File: config.mk
export PLATFORM = sky130hd
export DESIGN_NAME = vga_sync_gen
export DESIGN_NICKNAME = d
export VERILOG_FILES = /design/src/rtl/vga_timing_pkg.sv /design/src/rtl/vga_axis_timer.sv /design/src/rtl/vga_sync_gen.sv
export SDC_FILE = /design/constraint.sdc
export NUM_CORES = 1
export LEC_CHECK = 0
export BUFFER_PORTS_ARGS = -buffer_cell sky130_fd_sc_hd__buf_2
export CAP_MARGIN = 20
export CELL_PAD_IN_SITES_DETAIL_PLACEMENT = 0
export CELL_PAD_IN_SITES_GLOBAL_PLACEMENT = 1
export CORE_ASPECT_RATIO = 0.6
export CORE_MARGIN = 2
export CORE_UTILIZATION = 41
export CTS_CLUSTER_DIAMETER = 120
export DETAILED_ROUTE_END_ITERATION = 6
export PLACE_DENSITY = 0.77
export SLEW_MARGIN = 20
export SYNTH_ARGS = -nofsm -noshare
export SYNTH_HDL_FRONTEND = slang
export SYNTH_SLANG_ARGS = --single-unit
File: constraint.sdc
create_clock -name clk -period 2.4 [get_ports clk]
set_input_delay 0.12 -clock clk [delete_from_list [all_inputs] [get_ports clk]]
set_output_delay 0.12 -clock clk [all_outputs]
set_load 0.005 [all_outputs]
File: src/rtl/vga_timing_pkg.sv
// Shared VGA timing defaults, the per-axis phase type and the count-to-phase decode
// used by both the horizontal and vertical axis timers.
package vga_timing_pkg;

  localparam int unsigned COORD_W = 10;

  localparam int unsigned DEF_H_VIS  = 640;
  localparam int unsigned DEF_H_FP   = 16;
  localparam int unsigned DEF_H_SYNC = 96;
  localparam int unsigned DEF_H_BP   = 48;
  localparam int unsigned DEF_V_VIS  = 480;
  localparam int unsigned DEF_V_FP   = 10;
  localparam int unsigned DEF_V_SYNC = 2;
  localparam int unsigned DEF_V_BP   = 33;

  localparam int unsigned H_TOTAL = DEF_H_VIS + DEF_H_FP + DEF_H_SYNC + DEF_H_BP;
  localparam int unsigned V_TOTAL = DEF_V_VIS + DEF_V_FP + DEF_V_SYNC + DEF_V_BP;

  typedef enum logic [1:0] {ACTIVE, FRONT, SYNC, BACK} axis_state_e;

  // Phase of one axis for a given count; everything past the sync window is back porch.
  function automatic axis_state_e axis_state(input logic [COORD_W-1:0] cnt,
                                             input int unsigned        vis,
                                             input int unsigned        fp,
                                             input int unsigned        sync_len);
    axis_state_e st;
    if (cnt < COORD_W'(vis))                       st = ACTIVE;
    else if (cnt < COORD_W'(vis + fp))             st = FRONT;
    else if (cnt < COORD_W'(vis + fp + sync_len))  st = SYNC;
    else                                           st = BACK;
    return st;
  endfunction

endpackage

File: src/rtl/vga_axis_timer.sv
// One VGA axis: a wrapping position counter plus sync/visible decode of its next count,
// so the parent can register flags that line up with the counter.
module vga_axis_timer
  import vga_timing_pkg::*;
#(
  parameter int unsigned VIS_LEN  = DEF_H_VIS,
  parameter int unsigned FP_LEN   = DEF_H_FP,
  parameter int unsigned SYNC_LEN = DEF_H_SYNC,
  parameter int unsigned BP_LEN   = DEF_H_BP
) (
  input  logic               clk,
  input  logic               clr,
  input  logic               step_i,
  output logic [COORD_W-1:0] count_o,
  output logic               sync_n_nxt_o,
  output logic               vis_nxt_o,
  output logic               wrap_o
);

  localparam int unsigned        TOTAL = VIS_LEN + FP_LEN + SYNC_LEN + BP_LEN;
  localparam logic [COORD_W-1:0] LAST  = COORD_W'(TOTAL - 1);

  logic [COORD_W-1:0] count_q, count_d;
  axis_state_e        state_d;

  // NOTE: every output of a combinational block gets a default first, so no latch is inferred.
  always_comb begin
    count_d = count_q;
    wrap_o  = 1'b0;
    if (step_i) begin
      if (count_q >= LAST) begin
        count_d = '0;
        wrap_o  = 1'b1;
      end else begin
        count_d = count_q + 1'b1;
      end
    end
  end

  assign state_d      = axis_state(count_d, VIS_LEN, FP_LEN, SYNC_LEN);
  assign sync_n_nxt_o = (state_d != SYNC);
  assign vis_nxt_o    = (state_d == ACTIVE);
  assign count_o      = count_q;

  // NOTE: sequential state is updated with non-blocking assignments only.
  always_ff @(posedge clk or posedge clr) begin
    if (clr) count_q <= '0;
    else     count_q <= count_d;
  end

endmodule

File: src/rtl/vga_sync_gen.sv
// VGA timing generator on the master clock with a pixel clock-enable (no derived clock).
// Define FRAME_CNT_EN to add the 8-bit frame_cnt output for cursor-blink timing.
module vga_sync_gen
  import vga_timing_pkg::*;
#(
  parameter int unsigned PIX_DIV = 2,
  parameter int unsigned H_VIS   = DEF_H_VIS,
  parameter int unsigned H_FP    = DEF_H_FP,
  parameter int unsigned H_SYNC  = DEF_H_SYNC,
  parameter int unsigned H_BP    = DEF_H_BP,
  parameter int unsigned V_VIS   = DEF_V_VIS,
  parameter int unsigned V_FP    = DEF_V_FP,
  parameter int unsigned V_SYNC  = DEF_V_SYNC,
  parameter int unsigned V_BP    = DEF_V_BP
) (
  input  logic               clk,
  input  logic               clr,
  output logic               pix_en,
  output logic [COORD_W-1:0] x,
  output logic [COORD_W-1:0] y,
  output logic               hsync,
  output logic               vsync,
  output logic               video_on,
  output logic               frame_start
`ifdef FRAME_CNT_EN
  ,
  output logic [7:0]         frame_cnt
`endif
);

  localparam int unsigned      DIV_W    = (PIX_DIV > 1) ? $clog2(PIX_DIV) : 1;
  localparam logic [DIV_W-1:0] DIV_LAST = DIV_W'(PIX_DIV - 1);

  logic [DIV_W-1:0] div_q, div_d;
  logic             h_wrap, v_wrap;
  logic             h_sync_n_nxt, v_sync_n_nxt, h_vis_nxt, v_vis_nxt;
  logic             hsync_q, vsync_q, video_on_q, frame_start_q;

  assign div_d  = (div_q == DIV_LAST) ? '0 : div_q + 1'b1;
  assign pix_en = !clr && (div_q == DIV_LAST);

  always_ff @(posedge clk or posedge clr) begin
    if (clr) div_q <= '0;
    else     div_q <= div_d;
  end

  vga_axis_timer #(
    .VIS_LEN (H_VIS),
    .FP_LEN  (H_FP),
    .SYNC_LEN(H_SYNC),
    .BP_LEN  (H_BP)
  ) u_h_timer (
    .clk         (clk),
    .clr         (clr),
    .step_i      (pix_en),
    .count_o     (x),
    .sync_n_nxt_o(h_sync_n_nxt),
    .vis_nxt_o   (h_vis_nxt),
    .wrap_o      (h_wrap)
  );

  // The vertical axis only moves on the pixel that ends a line.
  vga_axis_timer #(
    .VIS_LEN (V_VIS),
    .FP_LEN  (V_FP),
    .SYNC_LEN(V_SYNC),
    .BP_LEN  (V_BP)
  ) u_v_timer (
    .clk         (clk),
    .clr         (clr),
    .step_i      (h_wrap),
    .count_o     (y),
    .sync_n_nxt_o(v_sync_n_nxt),
    .vis_nxt_o   (v_vis_nxt),
    .wrap_o      (v_wrap)
  );

  // Flags are decoded from the next counts so they change in the same clk as x/y.
  always_ff @(posedge clk or posedge clr) begin
    if (clr) begin
      hsync_q       <= 1'b1;
      vsync_q       <= 1'b1;
      video_on_q    <= 1'b1;
      frame_start_q <= 1'b0;
    end else begin
      hsync_q       <= h_sync_n_nxt;
      vsync_q       <= v_sync_n_nxt;
      video_on_q    <= h_vis_nxt && v_vis_nxt;
      frame_start_q <= v_wrap;
    end
  end

  assign hsync       = hsync_q;
  assign vsync       = vsync_q;
  assign video_on    = video_on_q;
  assign frame_start = frame_start_q;

`ifdef FRAME_CNT_EN
  logic [7:0] frame_cnt_q;

  always_ff @(posedge clk or posedge clr) begin
    if (clr)         frame_cnt_q <= '0;
    else if (v_wrap) frame_cnt_q <= frame_cnt_q + 8'd1;
  end

  assign frame_cnt = frame_cnt_q;
`endif

endmodule

==> results.md, run 1 <==
* Status: complete, no violations
* Initial antenna violation count at 0
* Asr flop ratio synth at 1.00
* Post-Syn Instances at ~160
* Post-CTS repair timing setup buffer count at 0
* Critical path cell sequence: ha_1 -> and4_2 -> o21ai_4 -> buf_4 -> nor2_4 -> a22o_2 -> o311a_1 -> a311oi_1
* Clock sink count at 25
* Skew final at between 2 and 3 ps
* Routed vias at 1309
* Hpwl dp at 2720 um
* RSZ-0062 raised after global routing: no
* Largest net degree at the start of global routing at 26
* First-pass GRT wire length at 6020 um
* Root buffer cell: clkbuf_8
* Critical Path AT at roughly 2400 ps
* Core Util, Final at 0.528
* Dominant cell type by area after synthesis: dfrtp_1
* Initial core utilization at 0.432
* TNS Setup at 0 ps
* Worst-Margin Slew at 529 ps
* Mapped Avg Cell Area at 8.98 um^2
* # diodes at 0
* Final #Nets at 203
* Period Utilization, post-route at 0.905
* Peak VDD IR at 0.332 mV
* DRT iter0 DRCs at 169
* Area delta synth->final at 22.2%
* Min Tclk post-route at approximately 2200 ps
* Power Density at around 500 nW/um^2
* GRT Residual Overflow at 0
* Die span in y at 49.6 um
* Commonest cells post-synth: dfrtp_1 (22), nand2_1 (20), o21ai_0 (18)
* Clock Power Share at 0.293
* CP max stage cell: dfrtp_1
* Comb power frac at 0.125
* Clock slew at reported path FFs at 80 ps
* Max-slew violation count at 0
* Final setup vio count at 0
* Switch share at 0.271
* Synthesized Nets at 163
* Leak at 0.803 nW
* CTS Buf Count at 3
* Pre-Repair DR Iteration Count at 4
* CP Class: reg -> reg
* Routed vias/inst at 5.41
* Synth top area cells: dfrtp_1 (39%), o21ai_0 (6.3%), dfstp_2 (5.6%)
* Mapped Area at 1420 um^2
* Achievable Freq at 0.460 GHz
* IO Count at 27
* Share of cells above drive strength 1 at 0.264
* Total Die Area at 3960 um^2
* Reg power frac at 0.582
* Hold Crit Class: in -> async
* #FFs+latches synth at 25
* Top-count cell post-synth: dfrtp_1
* Internal power at 0.615 mW
* Die X at 79.9 um
* Max_cap viols at 0
* Port bufs at 26
* Worst path required time at between 2000 and 3000 ps
* Clk buf depth at 2
* CTS tree: built
* Hold Fails Final Rpt at 0
* Tot GR Track Use at 0.198
* Core region area at 3280 um^2
* Crit-path max cell delay at roughly 430 ps
* DRC viols at 0
* Routed WL at between 3000 and 4000 um
* Yosys Warn Count at 0
* Worst-path fanout max at 13
* Post-synthesis sequential area ratio at 0.444
* CP Capture Type: flip-flop
* Dominant synthesized flop cell: dfrtp_1
* Vias in the first global route at 1165
* Rel. slew slack at 0.647
* EDFF count, synth at 0
* FP Rows at 16
* Clock Latency Late Sink at 270 ps
* Final antenna-violating net count at 0
* GPL Wtd Cong at 0.922
* Switching power at approximately 0.23 mW
* CTS H-tree depth at 1
* Synth top area share at 0.388
* Startpoint types: flip-flop
* WL/cell at 14.6 um
* Unique masters post-synth at 42
-- final cells by class --
class	count	area [um^2]
repair buffers	39	238
inverters	9	33.8
clock buffers	3	41.3
flip-flops and latches	25	629
multi-input cells	120	731
clock inverters	1	5.00
fillers	326	1550
well taps	45	56.3
-- cells by family (layout without fill, tap and decap cells) --
kind of cell	count (synthesis)	after routing	share of synthesized area
buffers and inverters	13	52	0.0423
AO/OA/AOI/OAI	44	44	0.198
multiplexers	1	1	0.00794
flip-flops	25	25	0.444
XOR/XNOR	3	3	0.0185
AND/OR/NAND/NOR	69	69	0.263
adder cells (fa/ha/maj)	3	3	0.0265
-- metal layers --
| metal | vias to the layer above | wire [um] | track usage |
|---|---|---|---|
| li1 | 646 | - | - |
| met1 | 601 | 1930 | 0.333 |
| met2 | 56 | 1330 | 0.247 |
| met3 | 6 | 239 | 0.0421 |
| met4 | 0 | 44 | 0.0480 |
| met5 | - | 0 | 0 |
-- power by group through the flow --
stage	clock, mW	sequential, mW	combinational (mW)
4_1_cts	0.256	0.490	0.103
2_1_floorplan	0	0.493	0.0570
6_report	0.247	0.490	0.105
3_5_place_dp	0	0.498	0.103
3_3_place_gp	0	0.496	0.102
5_1_grt	0.282	0.498	0.122
-- flip-flops by register name, indices dropped and copies added, names as in the netlist --
| register | count |
|---|---|
| div_q | 1 |
| frame_start | 1 |
| video_on | 1 |
| u_v_timer.count_o | 10 |
| u_h_timer.count_o | 10 |
| vsync | 1 |
| hsync | 1 |
-- critical path, delay by kind of cell, from the launching register on --
family | cells | cell delay (ps)
buf+inv | 1 | 220
fa+ha+maj | 1 | 260
flops | 1 | 430
compound gates | 4 | 800
simple gates | 2 | 380
-- placed cells by master (no fill, tap or decap), drive strengths merged, types with 3 or more instances in the layout --
cell    netlist  final
o21ai        24     24
nand4         5      5
dfrtp        22     22
and2          3      3
buf           4     38
clkbuf        0      3
nand3         7      7
or3           3      3
nand2        20     20
o31ai         3      3
nor2         12     12
nand3b        3      3
a21oi         4      4
dfstp         3      3
inv           9      9
and3          5      5
nor3          3      3
ha            3      3
-- path summary, 6_finish.rpt --
| check | startpoint | to | slack, ps | depth (start not counted) |
|---|---|---|---|---|
| max | u_h_timer.count_o[0]$_DFFE_PP0P_ | video_on$_DFF_PP1_ | 230 | 8 |
| min | clr | u_h_timer.count_o[8]$_DFF_PP0_ | 440 | 3 |
| max reg2reg | u_h_timer.count_o[0]$_DFFE_PP0P_ | video_on$_DFF_PP1_ | 230 | 8 |
| min reg2reg | div_q$_DFF_PP0_ | div_q$_DFF_PP0_ | 490 | 1 |
| max in group asynchronous | clr | u_v_timer.count_o[4]$_DFF_PP0_ | 1490 | 4 |
| min in group clk | div_q$_DFF_PP0_ | div_q$_DFF_PP0_ | 490 | 1 |
-- what timing repair did --
item	CTS	global route
hold buffers	0	1
setup endpoints to repair	0	1
hold endpoints to repair	0	10
resized for setup	0	1
-- metrics by stage --
stage	setup slack (ps)	instance area, um^2	std cells	power, mW	hold WS [ps]
CTS	194	1710	240	0.849	107
finish	228	1730	242	0.843	440
global placement	266	1660	236	0.598	386
floorplan	301	1420	158	0.550	145
detailed placement	226	1660	236	0.601	402
global route	43.6	1730	242	0.902	490
No activity file was read; power rests on OpenSTA's default activity.
==> run 2, diff against run 1 <==
- clock period: 2.4 -> 2.18 ns (I/O delays scaled with it)
==> run 2 against run 1 <==
Wire length increased by 5.9%. Critical path depth decreased by 1. Hold slack got worse by 28 ps. Total power increased by 11%. Clock power increased by 9.3%. Cell area increased by 3.8%. Register-to-register slack got worse by 140 ps. Clock skew increased by 1.6 ps. Critical path type unchanged. Count of clock-buffer cells in the layout unchanged.
==> results.md, run 2 (synthesis results as in run 1) <==
* Status: complete, no violations (unchanged)
* Largest net degree at the start of global routing at 15 (was 26)
* R2R Path End: video_on$_DFF_PP1_ (unchanged)
* Startpoint types: flip-flop (unchanged)
* Crit-path max cell delay at 410 ps (was 430 ps)
* GPL Wtd Cong at 0.889 (was 0.922)
* CP Capture Type: flip-flop (unchanged)
* Clock Latency Late Sink at 270 ps (about the same)
* Critical path launch point: u_h_timer.count_o[1]$_DFFE_PP0P_ (was u_h_timer.count_o[0]$_DFFE_PP0P_)
* Internal power at 0.681 mW (was 0.615 mW)
* Pwr Total at 0.933 mW (was 0.843 mW)
* Share of cells above drive strength 1 at 0.301 (was 0.264)
* Port bufs at 26 (unchanged)
* WP buf/inv at 0 (was 1)
* Comb power frac at 0.134 (was 0.125)
* Clk buf depth at 2 (unchanged)
* Layout fillers at 324 (was 326)
* GRT Residual Overflow at 0 (unchanged)
* WL/cell at 14.9 um (was 14.6 um)
* Leading cell types in the layout, fill and taps excluded: buf_2 (26), dfrtp_1 (22), buf_4 (21), nand2_1 (20), o21ai_0 (18) (was buf_2 (26), dfrtp_1 (22), nand2_1 (20), o21ai_0 (18))
* Max-slew violation count at 0 (unchanged)
* Worst-path fanout max at 6 (was 13)
* Hold Fails Final Rpt at 0 (unchanged)
* Root buffer cell: clkbuf_8 (unchanged)
* Leak at 0.848 nW (was 0.803 nW)
* Initial core utilization at 0.432 (unchanged)
* CTS tree: built (unchanged)
* Total Die Area at 3960 um^2 (unchanged)
* DRC viols at 0 (unchanged)
* Clock Power Share at 0.290 (was 0.293)
* Initial antenna violation count at 0 (unchanged)
* Tot GR Track Use at 0.199 (was 0.198)
* Power Density at 518 nW/um^2 (was 486 nW/um^2)
* # diodes at 0 (unchanged)
* Achievable Freq at 0.478 GHz (was 0.460 GHz)
* Vias in the first global route at 1234 (was 1165)
* TNS Setup at 0 ps (unchanged)
* Max_cap viols at 0 (unchanged)
* Reg2Reg Launch Point: u_h_timer.count_o[1]$_DFFE_PP0P_ (was u_h_timer.count_o[0]$_DFFE_PP0P_)
* Final setup vio count at 0 (unchanged)
* Die X at 79.9 um (unchanged)
* CP Class: reg -> reg (unchanged)
* Hpwl dp at 2870 um (was 2720 um)
* Hold Crit Class: in -> async (unchanged)
* Peak VDD IR at 0.454 mV (was 0.332 mV)
* Worst-Margin Slew at 472 ps (was 529 ps)
* Area of the multi-input gates at 736 um^2 (was 731 um^2)
* Core region area at 3280 um^2 (unchanged)
* Skew final at 4.14 ps (was 2.53 ps)
* DRT iter0 DRCs at 219 (was 169)
* Routed vias/inst at 5.52 (was 5.41)
* First-pass GRT wire length at 6120 um (was 6020 um)
* Switching power at 0.252 mW (was 0.228 mW)
* Reg2reg path depth at 7 (was 8)
* Pre-Repair DR Iteration Count at 4 (unchanged)
* Delay-heaviest family, CP: simple AND/OR/NAND/NOR gates (was compound AO/OA/AOI/OAI gates)
* Min Tclk post-route at 2090 ps (was 2170 ps)
* Final antenna-violating net count at 0 (unchanged)
* Rel. slew slack at 0.685 (was 0.647)
* Worst path required time at 2360 ps (was 2580 ps)
* Period Utilization, post-route at 0.959 (was 0.905)
* IO Count at 27 (unchanged)
* Area delta synth->final at 26.8% (was 22.2%)
* Routed WL at 3750 um (was 3540 um)
* Routed vias at 1386 (was 1309)
* Critical Path AT at 2270 ps (was 2350 ps)
* Critical path cell sequence: ha_1 -> and4_4 -> nor2_1 -> or3_1 -> a21oi_2 -> o21ai_0 -> a311oi_1 (was ha_1 -> and4_2 -> o21ai_4 -> buf_4 -> nor2_4 -> a22o_2 -> o311a_1 -> a311oi_1)
* CTS Buf Count at 3 (unchanged)
* CP max stage cell: dfrtp_1 (unchanged)
* Switch share at 0.270 (was 0.271)
* Die span in y at 49.6 um (unchanged)
* Clock sink count at 25 (unchanged)
* Final #Nets at 212 (was 203)
* FP Rows at 16 (unchanged)
* Clock slew at reported path FFs at 80 ps (about the same)
* CTS H-tree depth at 1 (unchanged)
* Commonest non-fill, non-tap cell in the layout: buf_2 (unchanged)
* RSZ-0062 raised after global routing: no (unchanged)
* FF+latch area at 629 um^2 (unchanged)
* Reg power frac at 0.577 (was 0.582)
* Flop2flop setup slack at 90 ps (was 230 ps)
run 2: cell count changes in the layout (fill, tap and decap cells not counted):
cell | before | now
a21oi_2 | 0 | 1
buf_8 | 1 | 0
buf_4 | 11 | 21
a21oi_1 | 4 | 3
and4_2 | 1 | 0
and4_4 | 0 | 1
run 2: per-layer routing:
layer	vias up	global-route usage	wire length (um)
met5	-	0	0
li1	664	-	-
met3	2	0.0476	290
met2	61	0.279	1590
met4	0	0.0254	8
met1	659	0.317	1870
run 2: timing repair:
action,4_1_cts,5_1_grt
hold buffers,1,0
buffers inserted,0,1
resized for setup,1,2
endpoints found under the hold margin,9,0
endpoints found under the setup margin,1,3
pin swaps,0,1
run 2: how the worst max path moves through the flow:
stage / endpoint / slack [ps] / depth (start not counted)
finish: video_on$_DFF_PP1_ / 90 / 7
global route: video_on$_DFF_PP1_ / 10 / 10
CTS: video_on$_DFF_PP1_ / 30 / 7
detailed placement: video_on$_DFF_PP1_ / 1 / 7
global placement: video_on$_DFF_PP1_ / 60 / 7
floorplan: video_on$_DFF_PP1_ / 80 / 8
run 2: power groups by stage:
stage / Clock (mW) / Combinational [mW] / Sequential [mW]
final: 0.270 / 0.125 / 0.538
after CTS: 0.275 / 0.126 / 0.536
after global routing: 0.298 / 0.142 / 0.546
after floorplan: 0 / 0.0627 / 0.543
after detailed placement: 0 / 0.124 / 0.545
after global placement: 0 / 0.122 / 0.544
run 2: worst register-to-register path: cells and delay by family (launching register included):
kind | cells | cell delay (ps)
adder cells (fa/ha/maj) | 1 | 230
AND/OR/NAND/NOR | 3 | 750
AO/OA/AOI/OAI | 3 | 620
flip-flops | 1 | 410
run 2: metrics by stage:
stage | instance area, um^2 | setup WS, ps | utilization | hold slack, ps | std cells
6_report | 1800 | 88.8 | 0.548 | 413 | 251
3_3_place_gp | 1730 | 60.1 | 0.527 | 154 | 245
4_1_cts | 1790 | 26.2 | 0.544 | 429 | 250
5_1_grt | 1800 | 14.8 | 0.548 | 461 | 251
2_1_floorplan | 1420 | 81.1 | - | 134 | 158
3_5_place_dp | 1730 | 1.27 | 0.527 | 172 | 245
run 2: cell type report:
type | count | area share
Multi-Input combinational cell | 120 | 0.409
Sequential cell | 25 | 0.350
Timing Repair Buffer | 48 | 0.166
Tap cell | 45 | 0.0313
Clock buffer | 3 | 0.0229
Inverter | 9 | 0.0188
Clock inverter | 1 | 0.00278
==> run 3, diff against run 2 <==
--- a/config.mk
+++ b/config.mk
@@ -6,4 +6,5 @@
 export NUM_CORES = 1
 export LEC_CHECK = 0
+export ABC_AREA = 1
 export BUFFER_PORTS_ARGS = -buffer_cell sky130_fd_sc_hd__buf_2
 export CAP_MARGIN = 20
@@ -12,5 +13,5 @@
 export CORE_ASPECT_RATIO = 0.6
 export CORE_MARGIN = 2
-export CORE_UTILIZATION = 41
+export CORE_UTILIZATION = 40
 export CTS_CLUSTER_DIAMETER = 120
 export DETAILED_ROUTE_END_ITERATION = 6
==> constraint.sdc (replaced) <==
create_clock -name clk -period 2.18 [get_ports clk]
set_input_delay 0.436 -clock clk [delete_from_list [all_inputs] [get_ports clk]]
set_output_delay 0.436 -clock clk [all_outputs]
set_load 0.005 [all_outputs]
==> run 3 against run 2 <==
Fmax up 19%. Largest power group unchanged. Area after synthesis up 10%. Cell area down 0.14%. Global-route usage down 1.6 points. Wire length down 4.2%. Critical path depth up 7. Clock skew up 7.5 ps.
==> results.md, run 3 <==
* Dominant synthesized flop cell: dfrtp_1 (unchanged)
* WP buf/inv at 2 (was 0)
* Skew final at 11.7 ps (was 4.14 ps)
* Mux contribution to synthesized area at 0 (was 0.00794)
* Share of cells above drive strength 1 at 0.272 (was 0.301)
* Adder-cell share of the synthesized area at 0.0239 (was 0.0265)
* Tot GR Track Use at 0.183 (was 0.199)
* FP Rows at 17 (was 16)
* DRT iter0 DRCs at 62 (was 219)
* Commonest non-fill, non-tap cell in the layout: nand2_1 (was buf_2)
* Initial core utilization at 0.421 (was 0.432)
* Synth Area in Simple Gates at 0.404 (was 0.263)
* Largest net degree at the start of global routing at 26 (was 15)
* Leading cell types in the layout, fill and taps excluded: nand2_1 (55), inv_1 (30), buf_2 (26), nor2_1 (23), dfrtp_1 (22) (was buf_2 (26), dfrtp_1 (22), buf_4 (21), nand2_1 (20), o21ai_0 (18))
* Cts repair resizes at 0 (was 1)
* FF+latch area at 629 um^2 (unchanged)
* Max-slew violation count at 0 (unchanged)
* Pwr Total at 1.20 mW (was 0.933 mW)
* WHS at 250 ps (was 413 ps)
* Delay-heaviest family, CP: simple AND/OR/NAND/NOR gates (unchanged)
* Cts hold-fix bufs at 0 (was 1)
* Placed insts at 286 (was 245)
* Post-CTS repair timing setup buffer count at 0 (unchanged)
* Dpl cell area at 1750 um^2 (was 1730 um^2)
* Area delta synth->final at 14.6% (was 26.8%)
* Min Tclk post-route at 1760 ps (was 2090 ps)
* Die X at 84.8 um (was 79.9 um)
* CP Capture Type: flip-flop (unchanged)
* Hold Crit Class: in -> async (unchanged)
* Final Cell Area at 1800 um^2 (about the same)
* Achievable Freq at 0.568 GHz (was 0.478 GHz)
* Pre-Repair DR Iteration Count at 4 (unchanged)
* Commonest cells post-synth: nand2_1 (55), inv_1 (30), nor2_1 (23) (was dfrtp_1 (22), nand2_1 (20), o21ai_0 (18))
* Post-Syn Instances at 213 (was 158)
* Largest family of logic cells by synthesized area: simple AND/OR/NAND/NOR gates (unchanged)
* Startpoint types: flip-flop (unchanged)
* Complex-gate fraction of the synthesized area at 0.0559 (was 0.198)
* Routed vias at 1337 (was 1386)
* Vias in the first global route at 1210 (was 1234)
* CP max stage cell: dfrtp_1 (unchanged)
* Period Utilization, post-route at 0.807 (was 0.959)
* CTS tree: built (unchanged)
* Grt peak-use layer: met1 (unchanged)
* TNS Setup at 0 ps (unchanged)
* Die span in y at 52.5 um (was 49.6 um)
* Worst-path fanout max at 17 (was 6)
* Leak at 0.945 nW (was 0.848 nW)
* GRT Residual Overflow at 0 (unchanged)
* CP Class: reg -> reg (unchanged)
* Crit-path max cell delay at 410 ps (about the same)
* Unique masters post-synth at 28 (was 42)
* Worst path required time at 2380 ps (was 2360 ps)
* Routed vias/inst at 4.61 (was 5.52)
* DRC viols at 0 (unchanged)
* Yosys Warn Count at 0 (unchanged)
* Dominant cell type by area after synthesis: dfrtp_1 (unchanged)
* Post-synthesis sequential area ratio at 0.401 (was 0.444)
* Core region area at 3720 um^2 (was 3280 um^2)
* Synth top area share at 0.351 (was 0.388)
* First-pass GRT wire length at 6180 um (was 6120 um)
* M1 GR Usage at 0.305 (was 0.317)
* # diodes at 0 (unchanged)
* Area of the multi-input gates at 776 um^2 (was 736 um^2)
* Hold Fails Final Rpt at 0 (unchanged)
* Final antenna-violating net count at 0 (unchanged)
* Post-Layout Cell Count at 290 (was 251)
* Critical path cell sequence: ha_1 -> nand2_2 -> clkinv_1 -> nand2_2 -> nand2_2 -> nand2_4 -> nor2_8 -> nand3_1 -> nand2_1 -> nand2_1 -> inv_1 -> nand3_2 -> nand2_1 -> nor2_1 (was ha_1 -> and4_4 -> nor2_1 -> or3_1 -> a21oi_2 -> o21ai_0 -> a311oi_1)
* Met3 Use GR at 0.0441 (was 0.0476)
* Hpwl dp at 2800 um (was 2870 um)
* Post-route setup slack at 421 ps (was 88.8 ps)
* Initial antenna violation count at 0 (unchanged)
* CTS Buf Count at 3 (unchanged)
* Critical Path AT at 1960 ps (was 2270 ps)
* Core Util, Final at 0.483 (was 0.548)
* Clk buf depth at 2 (unchanged)
* Clock sink count at 25 (unchanged)
* #FFs+latches synth at 25 (unchanged)
* Grt met2 use at 0.232 (was 0.279)
* Flop2flop setup slack at 420 ps (was 90 ps)
* Rel. slew slack at 0.741 (was 0.685)
* GPL Wtd Cong at 0.769 (was 0.889)
* Synth top area cells: dfrtp_1 (35%), nand2_1 (13%), inv_1 (7.2%) (was dfrtp_1 (39%), o21ai_0 (6.3%), dfstp_2 (5.6%))
* Clock slew at reported path FFs at 90 ps (was 80 ps)
* Peak VDD IR at 0.390 mV (was 0.454 mV)
* WL/cell at 12.4 um (was 14.9 um)
* RSZ-0062 raised after global routing: no (unchanged)
* Total Die Area at 4450 um^2 (was 3960 um^2)
* Clock Latency Late Sink at 270 ps (about the same)
* Mapped Avg Cell Area at 7.36 um^2 (was 8.98 um^2)
* Place WS at 429 ps (was 1.27 ps)
* Worst-Margin Slew at 384 ps (was 472 ps)
* Final setup vio count at 0 (unchanged)
* Routed WL at 3590 um (was 3750 um)
* Root buffer cell: clkbuf_8 (unchanged)
* Final #Nets at 249 (was 212)
* Asr flop ratio synth at 1.00 (unchanged)
* Xor and xnor area share after synthesis at 0.0112 (was 0.0185)
* Status: complete, no violations (unchanged)
* Synthesized Nets at 218 (was 163)
* Power Density at 670 nW/um^2 (was 518 nW/um^2)
* Top-count cell post-synth: nand2_1 (was dfrtp_1)
* EDFF count, synth at 0 (unchanged)
* CTS H-tree depth at 1 (unchanged)
* IO Count at 27 (unchanged)
* Port bufs at 26 (unchanged)
* Mapped Area at 1570 um^2 (was 1420 um^2)
* Layout fillers at 378 (was 324)
* Max_cap viols at 0 (unchanged)
==> run 3: cell count changes in the layout (fill, tap and decap cells not counted), sizes merged, moves of 4 or more <==
cell	delta
a21oi	-4
and3	-5
buf	-19
inv	+27
nand2	+46
nand3	+13
nor2	+19
o21ai	-12
==> run 3: power breakdown <==
group	switching (mW)	leakage, nW	internal [mW]
Clock	0.140	0.0228	0.131
Combinational	0.192	0.641	0.126
Sequential	0.0866	0.281	0.528
Total	0.419	0.945	0.785
==> run 3: cell families (layout without fill, tap and decap cells) <==
logic type               count (synthesis)  in the layout
adder cells (fa/ha/maj)                  3              3
AO/OA/AOI/OAI                           14             14
XOR/XNOR                                 2              2
flip-flops                              25             25
buffers and inverters                   40             70
AND/OR/NAND/NOR                        129            129
==> run 3: layout make-up <==
class	count	share of cell area
Clock buffer	4	0.0251
Multi-Input combinational cell	148	0.432
Tap cell	47	0.0327
Sequential cell	25	0.350
Inverter	38	0.0794
Timing Repair Buffer	28	0.0808
==> run 3: final timing paths <==
kind | endpoint | cells past startpoint | startpoint
min in group clk | div_q$_DFF_PP0_ | 1 | div_q$_DFF_PP0_
hold reg to reg | div_q$_DFF_PP0_ | 1 | div_q$_DFF_PP0_
hold / removal | u_v_timer.count_o[0]$_DFFE_PP0N_ | 3 | clr
max in group asynchronous | hsync$_DFF_PP1_ | 3 | clr
setup reg to reg | video_on$_DFF_PP1_ | 14 | u_h_timer.count_o[0]$_DFFE_PP0P_
setup / recovery | video_on$_DFF_PP1_ | 14 | u_h_timer.count_o[0]$_DFFE_PP0P_
==> run 3: worst register-to-register path, cell delays in order, from the launching register on <==
cell      delay, ps
dfrtp_1         410
ha_1            200
nand2_2          70
clkinv_1         60
nand2_2          50
nand2_2          70
nand2_4          80
nor2_8          250
nand3_1         110
nand2_1          90
nand2_1          50
inv_1            50
nand3_2          60
nand2_1          80
nor2_1           40
==> run 3: per-layer routing <==
metal | vias up | wire length, um
met4 | 0 | 14
li1 | 728 | -
met3 | 2 | 197
met2 | 28 | 1300
met5 | - | 0
met1 | 579 | 2080
